[src/rtl/traffic_pkg.sv]
`default_nettype none
// ============================================================================
// Module      : traffic_pkg
// Description : Shared types and parameter checks for the actuated
//               N-phase traffic-signal controller.
// Revision    : 1.0 - initial release
// ============================================================================
package traffic_pkg;

  // Lamp-sequence states of the controller
  typedef enum logic [1:0] {
    LS_GREEN  = 2'd0,
    LS_YELLOW = 2'd1,
    LS_ALLRED = 2'd2,
    LS_FLASH  = 2'd3
  } light_state_t;

  // True when a set of timing parameters describes a buildable controller
  function automatic bit timing_ok(
    input int num_phases,
    input int min_green,
    input int max_green,
    input int yellow_time,
    input int allred_time,
    input int flash_half,
    input int tw
  );
    bit ok;
    ok = (num_phases >= 2) && (num_phases <= 8);
    ok = ok && (tw >= 1) && (tw <= 30);
    ok = ok && (min_green >= 1) && (max_green >= min_green);
    ok = ok && (yellow_time >= 1) && (allred_time >= 1) && (flash_half >= 1);
    if (ok) begin
      ok = (max_green < (1 << tw)) && (yellow_time < (1 << tw)) &&
           (allred_time < (1 << tw)) && (flash_half < (1 << tw));
    end
    return ok;
  endfunction

endpackage : traffic_pkg
`default_nettype wire

[src/rtl/tl_rr_select.sv]
`default_nettype none
// ============================================================================
// Module      : tl_rr_select
// Description : Combinational round-robin picker. Scans cur+1, cur+2, ...
//               (mod NUM_PHASES, wrapping back to cur last) and returns the
//               first requesting index. next_idx is meaningful only when
//               any_req is high.
// Revision    : 1.0 - initial release
// ============================================================================
module tl_rr_select #(
  parameter int NUM_PHASES = 4
) (
  input  logic [NUM_PHASES-1:0]         req,
  input  logic [$clog2(NUM_PHASES)-1:0] cur,
  output logic [$clog2(NUM_PHASES)-1:0] next_idx,
  output logic                          any_req
);

  localparam int PW = $clog2(NUM_PHASES);

  logic [PW-1:0] idx;

  // Walk offsets from farthest to nearest so the nearest requester wins
  always_comb begin
    any_req  = |req;
    next_idx = cur;
    idx      = cur;
    for (int k = NUM_PHASES; k >= 1; k--) begin
      idx = PW'((int'(cur) + k) % NUM_PHASES);
      if (req[idx]) begin
        next_idx = idx;
      end
    end
  end

endmodule : tl_rr_select
`default_nettype wire

[src/rtl/traffic_phase_ctrl.sv]
`default_nettype none
// ============================================================================
// Module      : traffic_phase_ctrl
// Description : Actuated N-phase traffic-signal controller. Serves phases
//               round-robin with demand skipping, min/max green with
//               extension, yellow and all-red clearance, and red-flash mode.
//               All timing advances on the tick_en strobe.
// Revision    : 1.0 - initial release
// ============================================================================
module traffic_phase_ctrl
  import traffic_pkg::*;
#(
  parameter int NUM_PHASES  = 4,
  parameter int MIN_GREEN   = 5,
  parameter int MAX_GREEN   = 15,
  parameter int YELLOW_TIME = 2,
  parameter int ALLRED_TIME = 1,
  parameter int FLASH_HALF  = 4,
  parameter int TW          = 8
) (
  input  logic                          clk,
  input  logic                          rst,
  input  logic                          tick_en,
  input  logic [NUM_PHASES-1:0]         demand,
  input  logic                          flash_req,
  output logic [NUM_PHASES-1:0]         green,
  output logic [NUM_PHASES-1:0]         yellow,
  output logic [NUM_PHASES-1:0]         red,
  output logic [$clog2(NUM_PHASES)-1:0] active_phase,
  output logic                          flashing
);

  localparam int PW = $clog2(NUM_PHASES);

  // Last timer value of each interval: a state of T ticks exits at T-1
  localparam logic [TW-1:0]         MIN_LAST   = TW'(MIN_GREEN - 1);
  localparam logic [TW-1:0]         MAX_LAST   = TW'(MAX_GREEN - 1);
  localparam logic [TW-1:0]         YEL_LAST   = TW'(YELLOW_TIME - 1);
  localparam logic [TW-1:0]         AR_LAST    = TW'(ALLRED_TIME - 1);
  localparam logic [TW-1:0]         FL_LAST    = TW'(FLASH_HALF - 1);
  localparam logic [PW-1:0]         LAST_PHASE = PW'(NUM_PHASES - 1);
  localparam logic [NUM_PHASES-1:0] PHASE_ONE  = NUM_PHASES'(1);

  if (!timing_ok(NUM_PHASES, MIN_GREEN, MAX_GREEN, YELLOW_TIME,
                 ALLRED_TIME, FLASH_HALF, TW)) begin : g_cfg_check
    $fatal(1, "traffic_phase_ctrl: illegal timing parameters");
  end

  light_state_t          state_q, state_d;
  logic [PW-1:0]         phase_q, phase_d;
  logic [TW-1:0]         timer_q, timer_d;
  logic [NUM_PHASES-1:0] dq_q, dq_d;
  logic                  toggle_q, toggle_d;

  logic [NUM_PHASES-1:0] phase_mask;
  logic                  others_req;
  logic [TW-1:0]         timer_inc;
  logic [PW-1:0]         phase_inc;
  logic [PW-1:0]         sel_idx;
  logic                  sel_any;

  assign phase_mask = PHASE_ONE << phase_q;
  assign others_req = |(dq_q & ~phase_mask);
  assign timer_inc  = timer_q + 1'b1;
  assign phase_inc  = (phase_q == LAST_PHASE) ? '0 : phase_q + 1'b1;

  tl_rr_select #(
    .NUM_PHASES (NUM_PHASES)
  ) u_rr_select (
    .req      (dq_q),
    .cur      (phase_q),
    .next_idx (sel_idx),
    .any_req  (sel_any)
  );

  // State, phase, timer, demand latch and flash toggle registers
  always_ff @(posedge clk or posedge rst) begin
    if (rst) begin
      state_q  <= LS_ALLRED;
      phase_q  <= LAST_PHASE;
      timer_q  <= '0;
      dq_q     <= '0;
      toggle_q <= 1'b1;
    end else begin
      state_q  <= state_d;
      phase_q  <= phase_d;
      timer_q  <= timer_d;
      dq_q     <= dq_d;
      toggle_q <= toggle_d;
    end
  end

  // Next-state logic; demand latches every cycle, everything else only on ticks
  always_comb begin
    state_d  = state_q;
    phase_d  = phase_q;
    timer_d  = timer_q;
    dq_d     = dq_q | demand;
    toggle_d = toggle_q;
    if (tick_en) begin
      case (state_q)
        LS_GREEN: begin
          // Live demand on the served phase extends green up to MAX_GREEN
          if (flash_req ||
              (others_req && (timer_q >= MIN_LAST) &&
               (!demand[phase_q] || (timer_q >= MAX_LAST)))) begin
            state_d = LS_YELLOW;
            timer_d = '0;
          end else if (timer_q != MAX_LAST) begin
            timer_d = timer_inc;
          end
        end
        LS_YELLOW: begin
          if (timer_q == YEL_LAST) begin
            state_d = LS_ALLRED;
            timer_d = '0;
          end else begin
            timer_d = timer_inc;
          end
        end
        LS_ALLRED: begin
          if (timer_q == AR_LAST) begin
            timer_d = '0;
            if (flash_req) begin
              state_d  = LS_FLASH;
              toggle_d = 1'b1;
            end else begin
              state_d = LS_GREEN;
              phase_d = sel_any ? sel_idx : phase_inc;
              dq_d    = dq_d & ~(PHASE_ONE << phase_d);
            end
          end else begin
            timer_d = timer_inc;
          end
        end
        LS_FLASH: begin
          // Leaving flash restarts service so phase 0 is next by default
          if (!flash_req) begin
            state_d = LS_ALLRED;
            phase_d = LAST_PHASE;
            timer_d = '0;
          end else if (timer_q == FL_LAST) begin
            toggle_d = ~toggle_q;
            timer_d  = '0;
          end else begin
            timer_d = timer_inc;
          end
        end
        default: begin
          state_d = LS_ALLRED;
          timer_d = '0;
        end
      endcase
    end
  end

  // Moore lamp decode from registered state only
  always_comb begin
    green    = '0;
    yellow   = '0;
    red      = '1;
    flashing = 1'b0;
    case (state_q)
      LS_GREEN: begin
        green = phase_mask;
        red   = ~phase_mask;
      end
      LS_YELLOW: begin
        yellow = phase_mask;
        red    = ~phase_mask;
      end
      LS_FLASH: begin
        flashing = 1'b1;
        red      = toggle_q ? '1 : '0;
      end
      default: begin
        red = '1;
      end
    endcase
  end

  assign active_phase = phase_q;

endmodule : traffic_phase_ctrl
`default_nettype wire

[config.mk]
export PLATFORM = sky130hd
export DESIGN_NAME = traffic_phase_ctrl
export DESIGN_NICKNAME = d
export VERILOG_FILES = /design/src/rtl/traffic_pkg.sv /design/src/rtl/tl_rr_select.sv /design/src/rtl/traffic_phase_ctrl.sv
export SDC_FILE = /design/constraint.sdc
export NUM_CORES = 1
export LEC_CHECK = 0
export ABC_AREA = 0
export CAP_MARGIN = 0
export CORE_MARGIN = 10
export CORE_UTILIZATION = 50
export CTS_CLUSTER_DIAMETER = 200
export DETAILED_ROUTE_END_ITERATION = 8
export PLACE_DENSITY = 0.74
export SLEW_MARGIN = 5
export SYNTH_ARGS = -nofsm -noshare
export SYNTH_HDL_FRONTEND = slang
export SYNTH_HIERARCHICAL = 1
export SYNTH_SLANG_ARGS = --single-unit
[constraint.sdc]
create_clock -name clk -period 2.7 [get_ports clk]
set_clock_uncertainty 0.2 [all_clocks]
set_input_delay 0.81 -clock clk [delete_from_list [all_inputs] [get_ports clk]]
set_output_delay 0.81 -clock clk [all_outputs]
set_load 0.1 [all_outputs]
* Yosys cells after proc, flatten, opt, wreduce, memory -nomap -nowiden
Cells that the tools add are included.
** Operators by class
- Add/subtract/negate cells :: 6
- Multiply operators :: 0
- Div/mod/pow operators :: 0
- $lt $le $gt $ge :: 7
- Eq/ne operators :: 16
- Shifts and indexed selects :: 2
- Multiplexer cells :: 47
- Bitwise operators :: 6
- Reduce and logical (&&, ||, !) cells :: 15
** Operators with widths (number)
- $mux 8 :: 6
- $pmux 8 s4 :: 1
- $mux 2 :: 14
- $mux 4 :: 7
- $ne 2x2->1 const B :: 8
- $lt 2x3->1 const B :: 5
- $bmux 1 s2 :: 5
- $mux 1 :: 10
- $reduce_and 5->1 :: 2
- $add 8x1->8 const B :: 1
- $and 4x4->4 :: 2
- $eq 8x1->1 const B :: 1
- $eq 8x2->1 const B :: 1
- $ge 8x3->1 const B :: 1
- $ge 8x4->1 const B :: 1
- $logic_not 8->1 :: 1
- $ne 8x4->1 const B :: 1
- $not 4->4 :: 2
- $pmux 2 s4 :: 1
- $pmux 4 s2 :: 1
- $reduce_or 4->1 :: 2
- $shl 1x2->4 const A :: 2
- $add 2x1->2 const B :: 3
- $eq 2x2->1 const B :: 3
- other kinds (15) :: 18
** Word-level totals
- Bits in registers :: 17
- Latch bits :: 0
- Memory bits (writable) :: 0
- Bits in read-only memories :: 0
- Output and inout bits :: 15
- Word-level logic and storage cells :: 104
- Memories :: 0

* Longest topological paths before layout
Gate-level depths: netlist of the first run.
- Depth after elaboration :: 15
- Mapped depth :: 8

* Modules after synthesis
The synthesis of the first run kept the hierarchy.
** By module, submodules not included
- traffic_phase_ctrl :: instances 1, cells each 142, area each 1272.5 um^2, sequential area each 430.4 um^2
- tl_rr_select :: instances 1, cells each 14, area each 72.6 um^2, sequential area each 0.0 um^2

* Least setup slack after synthesis of the first run
Ideal clock, no wire load.
- Path type :: reg-to-output
- Start :: reg phase_q[1], in the netlist active_phase[1]
- End :: out green[3]
- Data arrival time :: 3308 ps
- Data required time :: 1690 ps
- Path slack :: -1618 ps
- Stages on the path, launching flop included :: 4
- Buffers on the path :: 0
- Cell sequence :: dfstp_2 ha_1 inv_1 nor3_1
** Between the ends
- Longest elaborated chain between the ends :: 2
** Ends and longest elaborated chain
- start, declared :: line traffic_phase_ctrl.sv:50 : logic [PW-1:0] phase_q, phase_d;
- start signal, assigned :: line traffic_phase_ctrl.sv:86 : phase_q <= phase_d;
- $shl 1x2->4 :: line traffic_phase_ctrl.sv:62 : assign phase_mask = PHASE_ONE << phase_q;
- $mux 4 :: line traffic_phase_ctrl.sv:163 : case (state_q)
- end, declared :: line traffic_phase_ctrl.sv:26 : output logic [NUM_PHASES-1:0] green,
Every way passes these cells.

* Worst setup path in the final report of the first run
- Start :: reg phase_q[0], in the netlist active_phase[0]
- End :: out green[3]
Same word-level chain as after synthesis.

==> results.json, run 1 <==
{
  "status": "finished clean",
  "routed_wl_mm": 3.76,
  "clock_tree.buffer_depth": 2,
  "grt.total_usage": 0.148,
  "fin_area_sq_um": 1990,
  "maxCapViolations": 0,
  "setup.worst_path.end_class": "output pin",
  "post_synth_fa_ha_maj_area_fraction": 0.0651,
  "wl_per_cell_microns": 17.3,
  "globalRouteMet3Util": 0.0468,
  "synth-async-reset-ratio": 1.00,
  "place.detailed.hpwl_mm": 2.90,
  "cell_count_after_synthesis": 156,
  "post_cts_hold_buffer_count": 0,
  "syn-cell-area_sq_um": 1350,
  "number_of_antenna_violating_nets_in_the_routed_design": 0,
  "worstSetupStartpointType": "flop",
  "tightest_slew_ns": 0.659,
  "period_share": 0.996,
  "chipWidth_microns": 71.9,
  "drv_slew": 0,
  "placed_area_sq_um": 1910,
  "drt-initial-drc-count": 93,
  "place.detailed.instances": 210,
  "fin_nets": 203,
  "synth.ff_latch_count": 17,
  "post_route_cells_drive_above_1_share": 0.369,
  "synth-compound-area-share": 0.216,
  "antenna_found_initial": 0,
  "areaGrowthSynthToFinish_pct": 47.6,
  "synth_xor_area_frac": 0.0195,
  "die_area_sq_um": 5160,
  "netlist_top_cells_area": "sky130_fd_sc_hd__dfrtp_1 (24%), sky130_fd_sc_hd__dfstp_2 (7.8%), sky130_fd_sc_hd__ha_1 (6.5%), sky130_fd_sc_hd__a21oi_1 (5.2%), sky130_fd_sc_hd__nor2_1 (5.0%)",
  "whs_ns": 0.349,
  "cts_tree": "done",
  "synth.yosys.warnings": 6,
  "synth-simple-area-share": 0.275,
  "final_util": 0.787,
  "numClockSinks": 17,
  "die-height_microns": 71.9,
  "final_routed_drc_violation_total": 0,
  "min_path_type": "reg -> reg",
  "synth.mux.area_fraction": 0.0558,
  "final_report_hold_violation_count": 0,
  "synth.top_cell.area_share": 0.242,
  "core_area_sq_um": 2520,
  "final_cells": 217,
  "cts_max_level": 1,
  "numPortBuffers": 22,
  "slew_headroom": 0.560,
  "insertion_delay_ns": 0.30,
  "grt_use_met1": 0.170,
  "globalRoute.totalOverflow": 0,
  "placement_rows": 18,
  "use_met2": 0.257,
  "clock_tree.root_cell": "sky130_fd_sc_hd__clkbuf_4",
  "boundaryPins": 23,
  "postSynth.topFlopCell": "sky130_fd_sc_hd__dfrtp_1",
  "cp_data_arrival_time_ns": 1.68,
  "pin_count_of_the_biggest_net_entering_global_routing": 18,
  "register_area_share_after_synthesis": 0.320,
  "finalSetupViolCount": 0,
  "n_antenna_cell": 0,
  "synth_edf_count": 0,
  "syn-mean-instance-area_sq_um": 8.62,
  "synth.largest_area_cell": "sky130_fd_sc_hd__dfrtp_1",
  "final_period_minus_worst_setup_slack_ns": 2.69,
  "rsz0062_at_grt": "true",
  "netlist-cell-type-count": 47,
  "numCtsBuffers": 3,
  "grt-busiest-layer": "met2",
  "worst_ep_required_time_ns": 1.69,
  "route.detailed.vias_per_inst": 6.20,
  "combinational_family_with_the_most_area_after_synthesis": "simple AND/OR/NAND/NOR gates",
  "crit_fanout": 4,
  "routabilityCongestion": 1.04,
  "cts.reportedPaths.clkPinSlew_ns": 0.10,
  "max_freq_ghz": 0.372,
  "grt_pass1_wl_mm": 6.42,
  "timing.setup.critical_path_class": "reg -> out",
  "detailed_router_iteration_count_before_antenna_repair": 4,
  "grt_pass1_vias": 1349,
  "synth_fp_nets": 171,
  "initial_utilization": 0.533,
  "via_count": 1345
}
==> per-layer routing <==
layer / vias to the layer above / wire [microns]
li1: 634 / -
met1: 646 / 1560
met2: 59 / 1880
met3: 6 / 263
met4: 0 / 57
met5: - / 0
==> cells by family after synthesis <==
group	after synthesis
adder cells (fa/ha/maj)	7
AO/OA/AOI/OAI	41
multiplexers	6
AND/OR/NAND/NOR	67
buffers and inverters	15
XOR/XNOR	3
flip-flops	17
==> worst paths after layout <==
| kind | start | to | slack [ns] | cells after the start |
|---|---|---|---|---|
| hold / removal | toggle_q | toggle_q | 0.35 | 1 |
| setup / recovery | active_phase[0] | green[3] | 0.01 | 4 |
| max in group asynchronous | rst | timer_q[4] | 1.20 | 2 |
| hold reg to reg | toggle_q | toggle_q | 0.35 | 1 |
| min in group asynchronous | rst | dq_q[3] | 0.69 | 2 |
| setup reg to reg | active_phase[0] | timer_q[4] | 0.38 | 6 |
==> placed cells by master (no fill, tap or decap), drive strengths merged, types with 2 or more instances in the layout <==
master         netlist  layout
dfstp                4       4
nand2b               2       2
nor2b                3       3
mux2i                3       3
inv                 10      10
clkdlybuf4s50        0       7
nor3                 6       6
and2                 6       6
nand3                7       7
and3                 7       7
mux2                 2       2
clkbuf               3       3
xnor2                2       2
dfrtp               13      13
nor2                18      18
a21o                 2       2
nand2                8       8
buf                  2      25
o21ai                6       6
a21oi               19      19
nand4                3       3
ha                   7       7
o22ai                2       2
nor4                 3       3
a31oi                4       4
==> Yosys cell counts, types with 4 or more instances <==
cell type                 number
sky130_fd_sc_hd__and2_1        5
sky130_fd_sc_hd__nand3_1       6
sky130_fd_sc_hd__a21oi_1      14
sky130_fd_sc_hd__nand2_1       8
sky130_fd_sc_hd__a31oi_1       4
sky130_fd_sc_hd__ha_1          7
sky130_fd_sc_hd__and3_1        7
sky130_fd_sc_hd__nor3_1        6
sky130_fd_sc_hd__inv_1         9
sky130_fd_sc_hd__dfstp_2       4
sky130_fd_sc_hd__a21oi_2       5
sky130_fd_sc_hd__dfrtp_1      13
sky130_fd_sc_hd__nor2_1       18
==> state kept, by name, indices dropped and copies added, names as in the netlist <==
register and count:
timer_q 8, dq_q 4, toggle_q 1, active_phase 2, state_q 2
==> through the flow <==
step,setup slack [ns],setup TNS [ns]
6_report,0.00977,0
5_1_grt,-0.0572,-0.0816
4_1_cts,-0.00621,-0.00621
3_5_place_dp,0.0962,0
3_3_place_gp,0.156,0
2_1_floorplan,-0.248,-0.529
==> worst max-delay path: stages, from the launching register on <==
cell,delay [ns]
sky130_fd_sc_hd__dfstp_4,0.67
sky130_fd_sc_hd__ha_4,0.15
sky130_fd_sc_hd__inv_1,0.12
sky130_fd_sc_hd__nor3_4,0.23
sky130_fd_sc_hd__buf_12,0.20
==> layout make-up <==
| cell class | count | area, sq um |
|---|---|---|
| inverter | 10 | 37.5 |
| clock buffer | 3 | 22.5 |
| timing repair buffer | 32 | 470 |
| tap | 30 | 37.5 |
| sequential | 17 | 438 |
| fill | 166 | 537 |
| multi-input combinational | 124 | 972 |
| clock inverter | 1 | 7.51 |
==> timing repair <==
| item | 4_1_cts | 5_1_grt |
|---|---|---|
| setup buffers | 2 | 1 |
| pin swaps | 1 | 1 |
| endpoints found under the hold margin | 0 | 0 |
| endpoints found under the setup margin | 10 | 6 |
| gates resized for setup | 1 | 1 |
Power of run 1 is not shown: default switching activity piles up to over one toggle a cycle in this logic, so the estimate is an artifact.
==> inputs of run 2 (changes only) <==
--- a/config.mk
+++ b/config.mk
@@ -6,9 +6,10 @@
 export NUM_CORES = 1
 export LEC_CHECK = 0
 export ABC_AREA = 0
-export CAP_MARGIN = 0
+export CAP_MARGIN = 20
 export CORE_MARGIN = 10
 export CORE_UTILIZATION = 50
+export CTS_BUF_LIST = sky130_fd_sc_hd__clkbuf_16
 export CTS_CLUSTER_DIAMETER = 200
 export DETAILED_ROUTE_END_ITERATION = 8
 export PLACE_DENSITY = 0.74
==> run 2 against run 1 <==
Against the previous run: sequential share of layout area fell by 0.22 points; non-clock buffer count fell by 1; routed wire length rose by 0.88%; via count fell by 0.30%; clock-buffer cell count did not move; register-to-register slack barely moved; critical path type unchanged; critical endpoint is now yellow[1]; largest cell class unchanged; highest routed layer unchanged.
==> results.json, run 2 (synthesis gave the netlist of run 1 again) <==
{
  "status": "finished clean",
  "number_of_cells_upsized_or_downsized_after_cts": 0,
  "pin_count_of_the_biggest_net_entering_global_routing": 18,
  "timing.setup.critical_path_class": "reg -> out",
  "cts_max_level": 1,
  "fin_nets": 202,
  "core_area_sq_um": 2520,
  "finalSetupViolCount": 0,
  "routabilityCongestion": 1.04,
  "placed_area_sq_um": 1910,
  "number_of_antenna_violating_nets_in_the_routed_design": 0,
  "insertion_delay_ns": 0.25,
  "critical-path-slowest-cell": "sky130_fd_sc_hd__dfstp_4",
  "initial_utilization": 0.533,
  "rsz0062_at_grt": "false",
  "cp_data_arrival_time_ns": 1.64,
  "final_cells": 216,
  "via_count": 1341,
  "die-height_microns": 71.9,
  "globalRoute.totalOverflow": 0,
  "slew_headroom": 0.546,
  "clock_tree.buffer_depth": 2,
  "route.detailed.vias_per_inst": 6.21,
  "antenna_found_initial": 0,
  "layout.cells.most_common": "sky130_fd_sc_hd__nor2_1",
  "fin_area_sq_um": 2010,
  "highest_count_cells_in_the_layout_ignoring_fill_and_taps": "sky130_fd_sc_hd__nor2_1 (17), sky130_fd_sc_hd__buf_12 (16), sky130_fd_sc_hd__dfrtp_1 (13)",
  "die_area_sq_um": 5160,
  "maxCapViolations": 0,
  "n_antenna_cell": 0,
  "final_util": 0.795,
  "grt_pass1_vias": 1341,
  "post_route_cells_drive_above_1_share": 0.360,
  "areaGrowthSynthToFinish_pct": 49.1,
  "period_share": 0.980,
  "post_cts.repair.setup_buffers": 2,
  "setup.worst_path.end_class": "output pin",
  "grt_pass1_wl_mm": 6.47,
  "placement_rows": 18,
  "drt-initial-drc-count": 111,
  "worst_ep_required_time_ns": 1.69,
  "place.detailed.hpwl_mm": 2.90,
  "cts.reportedPaths.clkPinSlew_ns": 0.05,
  "chipWidth_microns": 71.9,
  "critical-path-max-stage-delay_ns": 0.64,
  "worstSetupStartpointType": "flop",
  "drv_slew": 0,
  "top_regs": "timer_q: 8 flops, dq_q: 4 flops",
  "post_cts_hold_buffer_count": 0,
  "final_routed_drc_violation_total": 0,
  "crit_fanout": 4,
  "cts_tree": "done",
  "tightest_slew_ns": 0.681,
  "largest_register_ff_count": 8,
  "numPortBuffers": 22,
  "numCtsBuffers": 3,
  "routed_wl_mm": 3.79,
  "register_name_with_the_most_flops": "timer_q",
  "final_report_hold_violation_count": 0,
  "detailed_router_iteration_count_before_antenna_repair": 4,
  "wl_per_cell_microns": 17.6,
  "place.detailed.instances": 210,
  "cp_cell_sequence": "inv_1 > ha_1 > and3_2 > buf_12",
  "max_freq_ghz": 0.378,
  "min_path_type": "reg -> reg",
  "boundaryPins": 23,
  "clock_tree.root_cell": "sky130_fd_sc_hd__clkbuf_16",
  "final_period_minus_worst_setup_slack_ns": 2.65,
  "numClockSinks": 17,
  "grt.total_usage": 0.148
}
==> run 2: cell types whose count changed in the layout (fill, tap and decap cells not counted) <==
cell,delta
sky130_fd_sc_hd__buf_12,-1
sky130_fd_sc_hd__clkbuf_16,+3
sky130_fd_sc_hd__ha_4,-1
sky130_fd_sc_hd__ha_1,+1
sky130_fd_sc_hd__clkbuf_4,-3
==> run 2: area by class of cell <==
cell class	instances	area, sq um
Multi-Input combinational cell	124	960
Timing Repair Buffer	31	450
Tap cell	30	37.5
Sequential cell	17	438
Clock buffer	3	75.1
Fill cell	161	517
Clock inverter	1	7.51
Inverter	10	37.5
==> run 2: metal layers <==
layer,global-route usage,vias up,share of wire
met3,0.0386,10,0.066
met4,0.0151,0,0.013
met5,0,-,0
met1,0.171,642,0.42
met2,0.273,60,0.50
li1,-,629,-
==> run 2: worst paths after layout <==
| kind | start | cells past startpoint | to | slack (ns) |
|---|---|---|---|---|
| worst max-delay path | active_phase[1] | 4 | yellow[1] | 0.05 |
| worst min-delay path | toggle_q | 1 | toggle_q | 0.34 |
| worst max register to register | active_phase[0] | 7 | timer_q[0] | 0.37 |
| worst min register to register | toggle_q | 1 | toggle_q | 0.34 |
| max in group asynchronous | rst | 2 | timer_q[2] | 1.10 |
| min in group asynchronous | rst | 2 | dq_q[3] | 0.76 |
==> run 2: metrics by stage <==
stage,TNS [ns],hold slack [ns],worst slack (ns)
3_3_place_gp,0,0.323,0.156
3_5_place_dp,0,0.335,0.0962
2_1_floorplan,-0.529,0.315,-0.248
6_report,0,0.342,0.0543
5_1_grt,0,0.352,0.00922
4_1_cts,0,0.344,0.0449
==> run 2: worst max-delay path, delay by kind of cell, from the launching register on <==
family	cells	cell delay, ns
fa+ha+maj	1	0.25
buf+inv	2	0.22
flops	1	0.64
simple gates	1	0.26
Power of run 2 is left out for the same reason.
==> inputs of run 3 (changes only) <==
--- a/config.mk
+++ b/config.mk
@@ -9,7 +9,6 @@
 export CAP_MARGIN = 20
 export CORE_MARGIN = 10
 export CORE_UTILIZATION = 50
-export CTS_BUF_LIST = sky130_fd_sc_hd__clkbuf_16
 export CTS_CLUSTER_DIAMETER = 200
 export DETAILED_ROUTE_END_ITERATION = 8
 export PLACE_DENSITY = 0.74
==> results of run 3 <==
The final DEF is identical to that of run 1; final timing and power are the same.
Power of run 3 is left out for the same reason.
